File: config.mk
export PLATFORM = sky130hd
export DESIGN_NAME = video_level_clamp
export DESIGN_NICKNAME = d
export VERILOG_FILES = /design/src/rtl/video_pkg.sv /design/src/rtl/video_level_clamp_window_averager.sv /design/src/rtl/video_level_clamp.sv
export SDC_FILE = /design/constraint.sdc
export NUM_CORES = 1
export LEC_CHECK = 0
export BUFFER_PORTS_ARGS = -buffer_cell sky130_fd_sc_hd__buf_2
export CAP_MARGIN = 20
export CORE_MARGIN = 1.5
export CORE_UTILIZATION = 56
export CTS_BUF_LIST = sky130_fd_sc_hd__clkbuf_8
export DETAILED_ROUTE_END_ITERATION = 7
export PLACE_DENSITY = 0.83
export SYNTH_ARGS = -nofsm -noshare
export SYNTH_HDL_FRONTEND = slang
export SYNTH_SLANG_ARGS = --single-unit
File: constraint.sdc
create_clock -name sys_clk -period 2.8 [get_ports sys_clk]
set_input_delay 0.56 -clock sys_clk [delete_from_list [all_inputs] [get_ports sys_clk]]
set_output_delay 0.56 -clock sys_clk [all_outputs]
set_load 0.1 [all_outputs]
File: src/rtl/video_pkg.sv
// Shared definitions for the video level clamp: ADC width, lock/timeout
// constants, the clamp FSM state type and the IIR level-update helper.
package video_pkg;

  localparam int ADC_W        = 12;
  localparam int LOCK_LINES   = 4;
  localparam int LINE_TIMEOUT = 4096;

  typedef enum logic [1:0] {
    ST_SEEK    = 2'd0,
    ST_SYNC    = 2'd1,
    ST_PORCH   = 2'd2,
    ST_MEASURE = 2'd3
  } clamp_state_e;

  // One-eighth step from the current level toward a new window average.
  // The difference is signed and shifted arithmetically, so a falling level
  // rounds toward minus infinity; the result always lies between the two inputs.
  function automatic logic [ADC_W-1:0] iir_step(input logic [ADC_W-1:0] cur,
                                                input logic [ADC_W-1:0] avg);
    logic signed [ADC_W:0] diff;
    logic signed [ADC_W:0] nxt;
    diff = $signed({1'b0, avg}) - $signed({1'b0, cur});
    nxt  = $signed({1'b0, cur}) + (diff >>> 3);
    return nxt[ADC_W-1:0];
  endfunction

endpackage

File: src/rtl/video_level_clamp_window_averager.sv
// Window averager: sums 2^WIN_LOG2 enabled samples and reports the average
// combinationally on the cycle the last sample arrives. clear_i drops any
// partial window and takes priority over sample_en_i.
module window_averager
  import video_pkg::*;
#(
  parameter int WIN_LOG2 = 5
) (
  input  logic             sys_clk,
  input  logic             sys_rst,
  input  logic             clear_i,
  input  logic             sample_en_i,
  input  logic [ADC_W-1:0] sample_i,
  output logic             done_o,
  output logic [ADC_W-1:0] avg_o
);

  localparam int ACC_W = ADC_W + WIN_LOG2;

  logic [ACC_W-1:0]    acc_q, acc_d, sum;
  logic [WIN_LOG2-1:0] cnt_q, cnt_d;
  logic                last;

  assign sum    = acc_q + ACC_W'(sample_i);
  assign last   = (cnt_q == '1);
  assign done_o = sample_en_i && !clear_i && last;
  assign avg_o  = sum[ACC_W-1:WIN_LOG2];

  // Next accumulator/count: clear, accumulate, or restart after the last sample.
  always_comb begin
    acc_d = acc_q;
    cnt_d = cnt_q;
    if (clear_i) begin
      acc_d = '0;
      cnt_d = '0;
    end else if (sample_en_i) begin
      if (last) begin
        acc_d = '0;
        cnt_d = '0;
      end else begin
        acc_d = sum;
        cnt_d = cnt_q + WIN_LOG2'(1);
      end
    end
  end

  // Accumulator and sample-count registers.
  always_ff @(posedge sys_clk or posedge sys_rst) begin
    if (sys_rst) begin
      acc_q <= '0;
      cnt_q <= '0;
    end else begin
      acc_q <= acc_d;
      cnt_q <= cnt_d;
    end
  end

endmodule

File: src/rtl/video_level_clamp.sv
// Video level clamp: finds horizontal sync, waits out the back porch, averages
// a window of blanking samples to track the blank level, and outputs each
// sample relative to that level.
// Build option: define LEVEL_IIR_EN to move the blank level 1/8 of the way
// toward each new window average instead of replacing it outright.
//
// state      | meaning
// -----------+--------------------------------------------------------------
// ST_SEEK    | waiting for a sample below SYNC_THRESH
// ST_SYNC    | inside a low run; run_q counts its length (saturating)
// ST_PORCH   | valid sync seen; counting down the porch before measuring
// ST_MEASURE | accumulating the blank-level window
module video_level_clamp
  import video_pkg::*;
#(
  parameter logic [ADC_W-1:0] SYNC_THRESH  = 12'd600,
  parameter int               SYNC_MIN_LEN = 64,
  parameter int               SYNC_MAX_LEN = 256,
  parameter int               PORCH_DELAY  = 120,
  parameter int               WIN_LOG2     = 5,
  parameter logic [ADC_W-1:0] BLANK_INIT   = 12'd2048
) (
  input  logic                    sys_clk,
  input  logic                    sys_rst,
  input  logic                    sample_valid,
  input  logic [ADC_W-1:0]        adc_in,
  output logic signed [ADC_W:0]   video_out,
  output logic                    video_valid,
  output logic                    sync_tip,
  output logic [ADC_W-1:0]        blank_level,
  output logic                    level_locked
);

  localparam int RUN_W   = $clog2(SYNC_MAX_LEN + 2);
  localparam int PORCH_W = (PORCH_DELAY > 1) ? $clog2(PORCH_DELAY) : 1;
  localparam int GOOD_W  = $clog2(LOCK_LINES + 1);
  localparam int TMO_W   = $clog2(LINE_TIMEOUT + 1);

  localparam logic [RUN_W-1:0]   RUN_ONE    = RUN_W'(1);
  localparam logic [RUN_W-1:0]   RUN_MIN    = RUN_W'(SYNC_MIN_LEN);
  localparam logic [RUN_W-1:0]   RUN_MAX    = RUN_W'(SYNC_MAX_LEN);
  localparam logic [RUN_W-1:0]   RUN_SAT    = RUN_W'(SYNC_MAX_LEN + 1);
  localparam logic [PORCH_W-1:0] PORCH_LOAD = PORCH_W'((PORCH_DELAY > 1) ? PORCH_DELAY - 1 : 0);
  localparam logic [PORCH_W-1:0] PORCH_ONE  = PORCH_W'(1);
  localparam logic [GOOD_W-1:0]  GOOD_SAT   = GOOD_W'(LOCK_LINES);
  localparam logic [TMO_W-1:0]   TMO_SAT    = TMO_W'(LINE_TIMEOUT);
  localparam logic [TMO_W-1:0]   TMO_LAST   = TMO_W'(LINE_TIMEOUT - 1);

  clamp_state_e          state_q, state_d;
  logic [RUN_W-1:0]      run_q, run_d;
  logic [PORCH_W-1:0]    porch_q, porch_d;
  logic [ADC_W-1:0]      blank_q, blank_d;
  logic [GOOD_W-1:0]     good_q, good_d;
  logic [TMO_W-1:0]      tmo_q, tmo_d;
  logic signed [ADC_W:0] video_q, video_d;
  logic                  vvalid_q;

  logic                  is_low;
  logic                  win_en, win_clear, win_done;
  logic [ADC_W-1:0]      win_avg, level_new;

  assign is_low = (adc_in < SYNC_THRESH);

  // Only high samples taken while measuring reach the window; anything else
  // on a valid cycle (including a sync dip mid-window) throws it away.
  assign win_en    = sample_valid && (state_q == ST_MEASURE) && !is_low;
  assign win_clear = sample_valid && ((state_q != ST_MEASURE) || is_low);

  window_averager #(
    .WIN_LOG2 (WIN_LOG2)
  ) u_win (
    .sys_clk     (sys_clk),
    .sys_rst     (sys_rst),
    .clear_i     (win_clear),
    .sample_en_i (win_en),
    .sample_i    (adc_in),
    .done_o      (win_done),
    .avg_o       (win_avg)
  );

`ifdef LEVEL_IIR_EN
  assign level_new = iir_step(blank_q, win_avg);
`else
  assign level_new = win_avg;
`endif

  // FSM next state, sync run length and porch down-counter.
  always_comb begin
    state_d = state_q;
    run_d   = run_q;
    porch_d = porch_q;
    if (sample_valid) begin
      unique case (state_q)
        ST_SEEK: begin
          if (is_low) begin
            state_d = ST_SYNC;
            run_d   = RUN_ONE;
          end
        end
        ST_SYNC: begin
          if (is_low) begin
            if (run_q != RUN_SAT) run_d = run_q + RUN_ONE;
          end else begin
            run_d = '0;
            if ((run_q >= RUN_MIN) && (run_q <= RUN_MAX)) begin
              // The sample that ends sync is the first porch sample.
              if (PORCH_DELAY <= 1) begin
                state_d = ST_MEASURE;
              end else begin
                state_d = ST_PORCH;
                porch_d = PORCH_LOAD;
              end
            end else begin
              state_d = ST_SEEK;
            end
          end
        end
        ST_PORCH: begin
          if (is_low) begin
            state_d = ST_SYNC;
            run_d   = RUN_ONE;
          end else if (porch_q <= PORCH_ONE) begin
            state_d = ST_MEASURE;
          end else begin
            porch_d = porch_q - PORCH_ONE;
          end
        end
        ST_MEASURE: begin
          if (is_low) begin
            state_d = ST_SYNC;
            run_d   = RUN_ONE;
          end else if (win_done) begin
            state_d = ST_SEEK;
          end
        end
        default: state_d = ST_SEEK;
      endcase
    end
  end

  // Blank level, good-line count and the line timeout.
  always_comb begin
    blank_d = blank_q;
    good_d  = good_q;
    tmo_d   = tmo_q;
    if (sample_valid) begin
      if (win_done) begin
        blank_d = level_new;
        tmo_d   = '0;
        if (good_q != GOOD_SAT) good_d = good_q + GOOD_W'(1);
      end else if (tmo_q != TMO_SAT) begin
        tmo_d = tmo_q + TMO_W'(1);
        if (tmo_q == TMO_LAST) good_d = '0;
      end
    end
  end

  // Clamped output sample; the old blank level applies to the completing sample.
  assign video_d = $signed({1'b0, adc_in}) - $signed({1'b0, blank_q});

  // State, counters, level and output registers.
  always_ff @(posedge sys_clk or posedge sys_rst) begin
    if (sys_rst) begin
      state_q  <= ST_SEEK;
      run_q    <= '0;
      porch_q  <= '0;
      blank_q  <= BLANK_INIT;
      good_q   <= '0;
      tmo_q    <= '0;
      video_q  <= '0;
      vvalid_q <= 1'b0;
    end else begin
      state_q  <= state_d;
      run_q    <= run_d;
      porch_q  <= porch_d;
      blank_q  <= blank_d;
      good_q   <= good_d;
      tmo_q    <= tmo_d;
      vvalid_q <= sample_valid;
      if (sample_valid) video_q <= video_d;
    end
  end

  assign video_out    = video_q;
  assign video_valid  = vvalid_q;
  assign sync_tip     = (state_q == ST_SYNC) && (run_q >= RUN_MIN);
  assign blank_level  = blank_q;
  assign level_locked = (good_q == GOOD_SAT);

endmodule

# == After elaboration in Yosys (flattened, before gate mapping) ==
# Cells that the tools add are included.
# totals
inputBits,15
register_bits,82
out_inout_bits,28
# classes
n_addsub,7
eq_ne,20
n_reduce_logical,22
n_mux,29
magnitude_cmp,4
# op_table
op,n
$mux 17,3
$mux 7,4
$mux 9,3
$mux 13,2
$pmux 9 s2,1
$add 17x12->17,1
$mux 5,3
$mux 2,7
$ne 2x2->1 const B,7
$pmux 7 s2,1
$add 13x1->13 const B,1
$eq 13x12->1 const B,1
$ne 13x13->1 const B,1
$sub 12x12->13,1
$lt 12x10->1 const B,1
$mux 3,4
$add 9x1->9 const B,1
$ge 9x7->1 const B,1
$le 9x9->1 const B,1
$ne 3x3->1 const B,3
$ne 9x9->1 const B,1
$pmux 2 s4,1
$reduce_bool 2->1,4
$le 7x1->1 const B,1
19 further kinds,28

# == Depth between registers and ports, before layout ==
# Gate-level depths: netlist of the first run.
# logic_depth
word_depth,9
ltp_mapped,10
mapped_depth_nobuf,9

# == Modules after synthesis ==
# Synthesis of the first run repeated with hierarchy kept, for this count alone.
# hier_totals
hier_cells,594
hier_area_um2,5255.0
# modules_own_cells
mod,area_per_inst_um2,seq_area_each_um2,instances,cells_per_inst
video_level_clamp,3669.8,1502.7,1,421
window_averager,1585.3,550.5,1,173

# == Least setup slack after synthesis of the first run ==
# Ideal clock, no wire load.
# synth_timing
path_kind,register -> register
startpoint,"register blank_q[7], in the netlist blank_level[7]"
endpoint,"register video_q[12], in the netlist video_out[12]"
path_buffers,0
path_stages_with_launch,8
required_time_ns,2.690
path_slack_ns,0.228
arrival_ns,2.462
path_cell_list,dfrtp_1 -> inv_1 -> ha_1 -> a21o_1 -> or3_1 -> o211a_1 -> o21a_1 -> o41ai_1
# synth_between
elab_chain_len,1
# synth_rtl
item,line_no,rtl
start: declaration,video_level_clamp.sv:52,"logic [ADC_W-1:0] blank_q, blank_d;"
start signal: assignment,video_level_clamp.sv:176,blank_q <= blank_d;
$sub 12x12->13,video_level_clamp.sv:159,"assign video_d = $signed({1'b0, adc_in}) - $signed({1'b0, blank_q});"
end signal: assignment,video_level_clamp.sv:180,if (sample_valid) video_q <= video_d;
end: declaration,video_level_clamp.sv:55,"logic signed [ADC_W:0] video_q, video_d;"
# Every way passes these cells.
# A chain may end at the register's enable or synchronous reset.

# == Final worst setup path of the first run ==
# layout_timing
startpoint,register u_win.acc_q[0]
endpoint,register u_win.acc_q[14]
# layout_between
elab_chain_len,4
# layout_rtl
item,line_no,rtl
start: declaration,video_level_clamp_window_averager.sv:20,"logic [ACC_W-1:0] acc_q, acc_d, sum;"
start signal: assignment,video_level_clamp_window_averager.sv:50,acc_q <= '0;
start signal: assignment,video_level_clamp_window_averager.sv:53,acc_q <= acc_d;
$add 17x12->17,video_level_clamp_window_averager.sv:24,assign sum = acc_q + ACC_W'(sample_i);
$mux 17,video_level_clamp_window_averager.sv:37,if (last) begin
$mux 17,video_level_clamp_window_averager.sv:36,end else if (sample_en_i) begin
$mux 17,video_level_clamp_window_averager.sv:33,if (clear_i) begin
# Every way passes these cells. The select of a mux whose other input is x is not followed.

==> metrics.md, run 1 <==
| Metric | Value |
|---|---|
| Final min period | `2.368 ns` |
| Yosys cell types | `64` |
| H-tree levels | `3` |
| CTS tree | `built` |
| Setup CP Type | `flop to flop` |
| Placed instance count | `683` |
| Commonest non-fill, non-tap cell in the layout | `dfrtp_1` |
| Clk pwr share | `27.2%` |
| Leakage | `about 2.5 nW` |
| Cts hold-fix bufs | `0` |
| Post-synthesis sequential area ratio | `about 41%` |
| Grt ovf | `0` |
| Worst Path Buf+Inv | `1` |
| Crit path max-delay family | `adder cells` |
| Slowest CP cell | `dfrtp_1` |
| Post-CTS sizing | `0` |
| Final setup violation count | `0` |
| Syn Std Cell Area | `5055 sq um` |
| Worst reg-to-reg path cell count | `9` |
| Total number of placement rows | `34` |
| Starting Density | `57.96%` |
| Num CTS Buffers | `9` |
| Number of DRC markers in iteration 0 | `about 180` |
| Switching portion of total power | `37.13%` |
| Main flop type after synthesis | `dfrtp_1` |
| FMAX | `422.4 MHz` |
| Skew-Pair Late Insertion Delay | `0.37 ns` |
| Clock Skew | `0.01588 ns` |
| Maximum vdd drop | `0.3838 mV` |
| Largest net degree at the start of global routing | `83` |
| Worst slew margin | `between 60 and 70%` |
| CP Max Fanout | `3` |
| Fin nets | `638` |
| Power density over cell area | `548.1 nW/um^2` |
| Fillers | `702` |
| Post-synth ARST share | `100.0%` |
| Synthesis Warnings | `0` |
| Die area | `around 9600 sq um` |
| Final Max Tran Viols | `0` |
| Commonest non-fill, non-tap cells in the layout | `81 x dfrtp_1, 51 x nor2_1, 46 x nand2_1` |
| Worst path required time | `between 3 and 4 ns` |
| Via/cell ratio | `5.920` |
| Crit end category | `flop` |
| R2r startpoint | `u_win.acc_q[0]$_DFFE_PP0P_` |
| Initial antenna violation count | `0` |
| Synthesized net count | `about 590` |
| Gr usage total | `24.49%` |
| Die Wd | `between 90 and 100 um` |
| Total wire length | `roughly 11,000 um` |
| Finished Layout Cells | `699` |
| Area of the multi-input gates | `2791 sq um` |
| Max_cap viols | `0` |
| DP Worst Slack | `0.2140 ns` |
| Detailed Routing Iterations Pass 1 | `4` |
| Number of antenna diodes | `0` |
| Core footprint | `8721 sq um` |
| DRC | `0` |
| CP peak stage delay | `0.38 ns` |
| Die Height | `between 90 and 100 um` |
| Clock root buffer | `clkbuf_8` |
| Least-Margin Pin Slew | `0.5082 ns` |
| Synth-to-Final Area Change | `10.32%` |
| Internal | `1.922 mW` |
| Clock sink total | `82` |
| WL/cell | `between 15 and 20 um` |
| Area after DPL | `5391 sq um` |
| Crit-path cells | `ha_1, inv_1, fa_1, nand2b_1, a21oi_2, a2111oi_2, nor3_1, o21ai_0, mux2_2` |
| Comb pwr share | `24.9%` |
| Final hold viol count | `0` |
| DP Wirelength | `around 8000 um` |
| Synthesized flop and latch total | `82` |
| Final worst setup slack | `0.4324 ns` |
| Setup_tns | `0 ns` |
| Setup crit start | `u_win.acc_q[0]$_DFFE_PP0P_` |
| First-pass GRT wire length | `19,070 um` |
| Clk pin slew, worst setup/hold paths | `0.10 ns` |
| Worst hold path class | `input port to async pin` |
| Vias in the first global route | `~4.1k` |
| Seq pwr share | `48.0%` |
| CP startpoint kind | `flop` |
| Status | `completed` |
| Routed Antenna Nets | `0` |
| Buffers on Ports | `42` |
| CP arrival | `2.62 ns` |
| Share of layout cells above drive strength 1 | `15.91%` |
| Fin util | `~64%` |
| Via count of the routed design | `4,138` |
| RSZ-0062 raised after global routing | `false` |
| Number of flops mapped to enable cells by yosys | `0` |
| Max Buffers Root-to-Sink | `2` |
| Syn Inst Count | `542` |
| Crit share post-route | `84.56%` |
| Syn avg cell area | `9.326 sq um` |
| Postcts setup bufs | `0` |
| Sequential cell area | `2053 sq um` |
| Critical path depth in cells | `9` |
| NetSw | `between 1 and 1.5 mW` |
| Num ports | `43` |
| GPL Wtd Cong | `0.9201` |
| Design area | `roughly 5600 sq um` |
[cells in the mapped netlist, drive strengths merged, types with 8 or more instances]
| master | count | share of area, % |
|---|---|---|
| and3 | 9 | 1.1 |
| xnor2 | 22 | 3.8 |
| dfrtp | 81 | 40 |
| buf | 10 | 1.2 |
| nor2 | 51 | 3.8 |
| nand3 | 16 | 1.6 |
| clkbuf | 8 | 0.59 |
| ha | 35 | 8.7 |
| o21ai | 42 | 4.3 |
| a21oi | 28 | 2.9 |
| nand2b | 8 | 0.99 |
| xor2 | 15 | 2.6 |
| o2bb2ai | 10 | 1.7 |
| a21o | 8 | 1.2 |
| inv | 32 | 2.4 |
| nand2 | 48 | 3.7 |
| nor3 | 18 | 2.0 |
[cell type report]
| class | instances | area share, % |
|---|---|---|
| Clock buffer | 10 | 2.468 |
| Clock inverter | 6 | 0.8526 |
| Inverter | 32 | 2.176 |
| Multi-Input combinational cell | 410 | 50.06 |
| Sequential cell | 82 | 36.82 |
| Tap cell | 108 | 2.423 |
| Timing Repair Buffer | 51 | 5.205 |
[kinds of logic (layout without fill, tap and decap cells)]
group | count (synthesis) | after routing | share of synthesized area [%]
AO/OA/AOI/OAI | 139 | 139 | 18.99
flip-flops | 82 | 82 | 40.62
multiplexers | 8 | 8 | 1.758
XOR/XNOR | 37 | 37 | 6.411
AND/OR/NAND/NOR | 189 | 189 | 18.61
buffers and inverters | 50 | 99 | 4.159
adder cells (fa/ha/maj) | 37 | 37 | 9.455
[worst reg2reg max path, stage by stage (launching register included)]
cell	delay [ns]
dfrtp_1	0.38
ha_1	0.20
inv_1	0.06
fa_1	0.37
nand2b_1	0.21
a21oi_2	0.21
a2111oi_2	0.11
nor3_1	0.30
o21ai_0	0.12
mux2_2	0.28
[power groups by stage]
stage	logic (mW)	clock network [mW]	registers [mW]
final	0.761	0.830	1.47
after global routing	0.839	0.905	1.48
after CTS	0.762	0.845	1.46
after detailed placement	0.758	0	1.48
after global placement	0.727	0	1.48
after floorplan	0.425	0	1.64
[path summary, 6_finish.rpt]
kind	slack [ns]	to
max	0.43	u_win.acc_q[14]$_DFFE_PP0P_
min	0.25	tmo_q[4]$_DFFE_PP0P_
max reg2reg	0.43	u_win.acc_q[14]$_DFFE_PP0P_
min reg2reg	0.49	video_out[1]$_DFFE_PP0P_
max in group asynchronous	2.17	u_win.acc_q[4]$_DFFE_PP0P_
min in group sys_clk	0.41	video_valid$_DFF_PP0_
[metrics by stage]
stage | hold WS, ns | total power [mW]
after detailed placement | 0.4730 | 2.243
after floorplan | 0.4587 | 2.061
after global routing | 0.2902 | 3.227
after CTS | 0.2901 | 3.071
final | 0.2514 | 3.056
after global placement | 0.4610 | 2.203
[per-layer routing]
metal	track usage [%]	wire length, um	up-vias
met2	41.70	5453	103
met1	31.53	5015	2003
met3	4.724	498	15
met4	7.802	145	0
li1	-	-	2017
met5	0	0	-
[registers in the layout (all words and copies together), names as in the netlist]
register	count
state_q	2
run_q	9
video_valid	1
video_out	13
u_win.acc_q	17
tmo_q	13
u_win.cnt_q	5
blank_level	12
good_q	3
porch_q	7
No activity file was read; power rests on OpenSTA's default activity.
==> run 2: changes to the inputs <==
==> constraint.sdc (replaced) <==
create_clock -name sys_clk -period 2 [get_ports sys_clk]
set_input_delay 0.4 -clock sys_clk [delete_from_list [all_inputs] [get_ports sys_clk]]
set_output_delay 0.4 -clock sys_clk [all_outputs]
set_load 0.1 [all_outputs]
==> run 2 against run 1 <==
Net effect:
- the flow now finishes with violations (setup timing)
- sequential cell count did not move
- hold slack lost 0.029 ns
- design area grew 21%
- critical path depth is 1 higher
- clock power grew 34%
- wire length up 34%
- register-to-register slack worse by 0.67 ns
- critical path type unchanged
- critical endpoint is now u_win.acc_q[10]$_DFFE_PP0P_
- largest power group unchanged
- highest routed layer unchanged
==> metrics.md, run 2 (synthesized netlist as in run 1, its figures left out) <==
| Metric | Value |
|---|---|
| CP arrival | `2.48 ns` |
| Total number of placement rows | `34` |
| CP peak stage delay | `around 0.41 ns` |
| Design area | `between 6000 and 7000 sq um` |
| Crit end category | `flop` |
| Area after DPL | `6142 sq um` |
| Final setup violation count | `18` |
| Switching portion of total power | `37.32%` |
| Max FFs per register | `17` |
| First-pass GRT wire length | `21,910 um` |
| Buffers on Ports | `42` |
| Num CTS Buffers | `9` |
| Least-Margin Pin Slew | `0.5230 ns` |
| Max Buffers Root-to-Sink | `2` |
| Initial antenna violation count | `0` |
| Worst reg-to-reg path cell count | `10` |
| Core footprint | `8721 sq um` |
| Worst path required time | `2.23 ns` |
| Clk pin slew, worst setup/hold paths | `~0.09 ns` |
| Fillers | `520` |
| Clock root buffer | `clkbuf_8` |
| Commonest non-fill, non-tap cell in the layout | `buf_4` |
| Die Wd | `98.01 um` |
| Die Height | `98.01 um` |
| Via/cell ratio | `6.070` |
| Status | `finished, violations left` |
| Comb pwr share | `~29%` |
| Clock Skew | `around 0.018 ns` |
| Worst hold path class | `input port to flop` |
| Largest net degree at the start of global routing | `70` |
| Detailed Routing Iterations Pass 1 | `5` |
| Slowest CP cell | `dfrtp_1` |
| Num ports | `between 40 and 50` |
| Clk pwr share | `24.9%` |
| Final worst setup slack | `-0.2425 ns` |
| Crit share post-route | `112.1%` |
| Worst hold margin | `around 0.22 ns` |
| Leakage | `3.041 nW` |
| FMAX | `445.9 MHz` |
| Maximum vdd drop | `0.5399 mV` |
| Seq pwr share | `between 40 and 50%` |
| CTS tree | `built` |
| DRC | `0` |
| Internal | `between 2 and 3 mW` |
| Power density over cell area | `658.1 nW/um^2` |
| Starting Density | `between 50 and 60%` |
| Number of antenna diodes | `0` |
| DP Wirelength | `9560 um` |
| Number of DRC markers in iteration 0 | `about 300` |
| Commonest non-fill, non-tap cells in the layout | `94 x buf_4, 69 x dfrtp_1, 46 x nand2_1, 46 x nor2_1, 40 x buf_2` |
| Design Power | `4.457 mW` |
| Worst slew margin | `between 60% and 70%` |
| Fin nets | `730` |
| WL/cell | `approximately 19 um` |
| Failing checks | `setup timing` |
| Gr usage total | `between 20 and 30%` |
| Final hold viol count | `0` |
| H-tree levels | `3` |
| Routed Antenna Nets | `0` |
| Die area | `9605 sq um` |
| Vias in the first global route | `4,727` |
| Grt ovf | `0` |
| Most flops, register | `u_win.acc_q` |
| Skew-Pair Late Insertion Delay | `roughly 0.37 ns` |
| Crit-path cells | `ha_4, inv_2, fa_2, nand2b_4, a21oi_4, buf_6, a21o_1, nor2_1, xor2_1, o2bb2ai_1` |
| Synth-to-Final Area Change | `33.99%` |
| Final min period | `~2.2 ns` |
| Setup CP Type | `flop to flop` |
| GPL Wtd Cong | `around 0.9` |
| Via count of the routed design | `4,801` |
| Critical path depth in cells | `10` |
| Share of layout cells above drive strength 1 | `38.07%` |
| Total wire length | `between 10,000 and 15,000 um` |
| Crit path max-delay family | `adder cells` |
| Worst Path Buf+Inv | `2` |
| NetSw | `1.663 mW` |
| CP Max Fanout | `4` |
| Max_cap viols | `0` |
| Clock sink total | `just over 80` |
| Hold path depth | `1` |
| Final Max Tran Viols | `0` |
| RSZ-0062 raised after global routing | `true` |
| CP startpoint kind | `flop` |
==> run 2: worst paths after layout <==
| path | startpoint | endpoint | slack (ns) |
|---|---|---|---|
| worst min register to register | blank_level[11]$_DFFE_PP1P_ | blank_level[11]$_DFFE_PP1P_ | 0.49 |
| worst max register to register | u_win.acc_q[0]$_DFFE_PP0P_ | u_win.acc_q[10]$_DFFE_PP0P_ | -0.24 |
| max in group asynchronous | sys_rst | blank_level[3]$_DFFE_PP0P_ | 0.77 |
| min in group asynchronous | sys_rst | video_valid$_DFF_PP0_ | 0.55 |
| worst max-delay path | u_win.acc_q[0]$_DFFE_PP0P_ | u_win.acc_q[10]$_DFFE_PP0P_ | -0.24 |
| worst min-delay path | sample_valid | video_valid$_DFF_PP0_ | 0.22 |
==> run 2: power groups by stage <==
stage                     logic [mW]  clock network [mW]  registers (mW)
after floorplan                0.613                   0            2.29
after global placement          1.13                   0            2.06
after detailed placement        1.18                   0            2.07
after CTS                       1.21                1.10            2.05
after global routing            1.41                1.18            2.09
final                           1.29                1.11            2.06
==> run 2: per-stage QoR <==
step / setup TNS, ns / utilization (%) / std cells / worst slack (ns)
after floorplan: -0.6569 / - / 542 / -0.1421
after global placement: -4.085 / 70.43 / 760 / -0.2993
after detailed placement: -6.097 / 70.43 / 760 / -0.3601
after CTS: -0.6040 / 73.83 / 779 / -0.1048
after global routing: -3.103 / 77.66 / 791 / -0.2393
final: -1.807 / 77.66 / 791 / -0.2425
==> run 2: cell type report <==
type | instances | area [sq um] | area share, %
clock buffers | 10 | 137.6 | 2.032
clock inverters | 6 | 33.78 | 0.4988
inverters | 32 | 123.9 | 1.829
multi-input cells | 411 | 3257 | 48.09
flip-flops and latches | 82 | 2086 | 30.80
well taps | 108 | 135.1 | 1.995
repair buffers | 142 | 999.7 | 14.76
==> run 2: repair_timing <==
action                                  in CTS  in global routing
gates resized for setup                     27                 51
setup buffers                                3                 11
hold endpoints to repair                     1                  0
cloned                                       0                  1
pin swaps                                   21                 30
hold buffers                                 1                  0
endpoints found under the setup margin      29                 36
==> run 2: layer usage <==
| metal | share of wire, % | global-route usage [%] | routed length (um) |
|---|---|---|---|
| met3 | 5.2 | 5.440 | 777 |
| met5 | 0 | 0 | 0 |
| met2 | 52 | 51.41 | 7804 |
| met4 | 3.5 | 9.780 | 519 |
| met1 | 39 | 32.91 | 5779 |
==> run 3: changes to the inputs <==
--- a/config.mk
+++ b/config.mk
@@ -8,10 +8,10 @@
 export BUFFER_PORTS_ARGS = -buffer_cell sky130_fd_sc_hd__buf_2
 export CAP_MARGIN = 20
 export CORE_MARGIN = 1.5
-export CORE_UTILIZATION = 56
+export CORE_UTILIZATION = 65
 export CTS_BUF_LIST = sky130_fd_sc_hd__clkbuf_8
 export DETAILED_ROUTE_END_ITERATION = 7
-export PLACE_DENSITY = 0.83
+export PLACE_DENSITY = 0.91
 export SYNTH_ARGS = -nofsm -noshare
 export SYNTH_HDL_FRONTEND = slang
 export SYNTH_SLANG_ARGS = --single-unit
==> constraint.sdc (replaced) <==
create_clock -name sys_clk -period 2.61 [get_ports sys_clk]
set_input_delay 0.522 -clock sys_clk [delete_from_list [all_inputs] [get_ports sys_clk]]
set_output_delay 0.522 -clock sys_clk [all_outputs]
set_load 0.1 [all_outputs]
==> run 3 against run 2 <==
Net effect:
- the flow now finishes without violations
- cell count shrank 13%
- hold slack gained 0.072 ns
- sequential share of layout area increased by 5.8 points
- core utilization is 1.5 points lower
- first-iteration DRC count is 15% lower
- sequential power fell by 24%
- critical endpoint is now u_win.acc_q[14]$_DFFE_PP0P_
==> metrics.md, run 3 (synthesized netlist as in run 1, its figures left out) <==
| Metric | Value |
|---|---|
| Via/cell ratio | `6.212` |
| Post-CTS sizing | `0` |
| CP arrival | `2.59 ns` |
| Share of layout cells above drive strength 1 | `16.19%` |
| Commonest non-fill, non-tap cell in the layout | `dfrtp_1` |
| Slowest CP cell | `a2111oi_2` |
| Fin nets | `640` |
| Cts hold-fix bufs | `0` |
| Max FFs per register | `17` |
| Routed Antenna Nets | `0` |
| CP startpoint kind | `flop` |
| Buffers on Ports | `42` |
| H-tree levels | `3` |
| Clock sink total | `82` |
| Detailed Routing Iterations Pass 1 | `5` |
| CTS tree | `built` |
| Setup_tns | `0 ns` |
| Design area | `around 5600 sq um` |
| Least-Margin Pin Slew | `0.7899 ns` |
| Worst reg-to-reg path cell count | `7` |
| Num CTS Buffers | `9` |
| Core footprint | `7370 sq um` |
| RSZ-0062 raised after global routing | `false` |
| Critical path depth in cells | `7` |
| Crit share post-route | `89.41%` |
| Crit-path cells | `ha_1, nand3_1, o22ai_1, a2111oi_2, or2_1, nor3_1, mux2_2` |
| Vias in the first global route | `4,307` |
| Gr usage total | `29.91%` |
| Leakage | `2.547 nW` |
| Max Buffers Root-to-Sink | `2` |
| Final setup violation count | `0` |
| Die Wd | `91.19 um` |
| WL/cell | `16.83 um` |
| Die Height | `91.19 um` |
| Status | `completed` |
| Clock root buffer | `clkbuf_8` |
| Via count of the routed design | `4,299` |
| Number of antenna diodes | `0` |
| Power density over cell area | `598.7 nW/um^2` |
| Number of DRC markers in iteration 0 | `between 200 and 300` |
| Initial antenna violation count | `0` |
| Setup CP Type | `flop to flop` |
| Final Max Tran Viols | `0` |
| First-pass GRT wire length | `19,960 um` |
| Total number of placement rows | `31` |
| Crit end category | `flop` |
| Worst slew margin | `47.23%` |
| Grt ovf | `0` |
| Area after DPL | `between 5000 and 6000 sq um` |
| Worst hold path class | `input port to async pin` |
| Num ports | `43` |
| DP Wirelength | `between 8000 and 9000 um` |
| GPL Wtd Cong | `approximately 1` |
| Final min period | `2.333 ns` |
| DRC | `0` |
| Skew-Pair Late Insertion Delay | `0.36 ns` |
| FMAX | `428.5 MHz` |
| CP peak stage delay | `0.48 ns` |
| Finished Layout Cells | `692` |
| Placed instance count | `676` |
| Design Power | `3.359 mW` |
| Max_cap viols | `0` |
| Most flops, register | `u_win.acc_q` |
| Maximum vdd drop | `0.4276 mV` |
| Worst hold margin | `0.2942 ns` |
| Postcts setup bufs | `0` |
| Commonest non-fill, non-tap cells in the layout | `81 x dfrtp_1, 51 x nor2_1, 46 x nand2_1` |
| Crit path max-delay family | `compound AO/OA/AOI/OAI gates` |
| CP Max Fanout | `7` |
| Clock Skew | `0.01102 ns` |
| Final hold viol count | `0` |
| Synth-to-Final Area Change | `10.99%` |
| Clk pin slew, worst setup/hold paths | `0.09 ns` |
| Largest net degree at the start of global routing | `35` |
| Worst path required time | `2.86 ns` |
| Worst Path Buf+Inv | `0` |
| Die area | `8315 sq um` |
| Starting Density | `68.59%` |
| Total wire length | `roughly 12,000 um` |
run 3: cell count changes in the layout (fill, tap and decap cells not counted), moves of 6 or more:
cell	before	now
o21ai_2	8	2
dfrtp_1	69	81
buf_4	94	9
dfrtp_4	7	0
o21ai_0	21	35
o21ai_1	12	5
ha_1	23	35
ha_4	10	0
run 3: power breakdown:
| group | total (mW) | switching (mW) | internal [mW] |
|---|---|---|---|
| logic | 0.823 | 0.559 | 0.265 |
| registers | 1.57 | 0.152 | 1.42 |
| clock network | 0.966 | 0.514 | 0.452 |
run 3: per-stage QoR:
stage	utilization, %	worst slack, ns
after floorplan	-	0.03780
after global placement	73.41	0.1579
after detailed placement	73.41	0.1020
after CTS	76.13	0.3298
after global routing	76.13	0.1369
final	76.13	0.2765
run 3: cell type report:
type	instances	area, sq um
clock inverter	7	76.32
timing repair buffer	53	317.8
clock buffer	9	123.9
inverter	32	123.9
tap	99	123.9
fill	482	1759
multi-input combinational	410	2791
sequential	82	2053
run 3: path summary, 6_finish.rpt:
| check | from | endpoint | slack [ns] |
|---|---|---|---|
| min in group sys_clk | sample_valid | video_valid$_DFF_PP0_ | 0.46 |
| max in group asynchronous | sys_rst | blank_level[11]$_DFFE_PP1P_ | 1.67 |
| worst max-delay path | u_win.acc_q[7]$_DFFE_PP0P_ | u_win.acc_q[14]$_DFFE_PP0P_ | 0.28 |
| worst min register to register | video_out[9]$_DFFE_PP0P_ | video_out[9]$_DFFE_PP0P_ | 0.49 |
| worst min-delay path | sys_rst | tmo_q[8]$_DFFE_PP0P_ | 0.29 |
| worst max register to register | u_win.acc_q[7]$_DFFE_PP0P_ | u_win.acc_q[14]$_DFFE_PP0P_ | 0.28 |
run 3: per-layer routing:
layer,track usage (%),vias to the layer above,wire length (um)
met1,36.87,2064,4768
met5,0,-,0
met4,14.58,0,387
li1,-,2032,-
met2,51.43,161,5855
met3,4.104,42,633
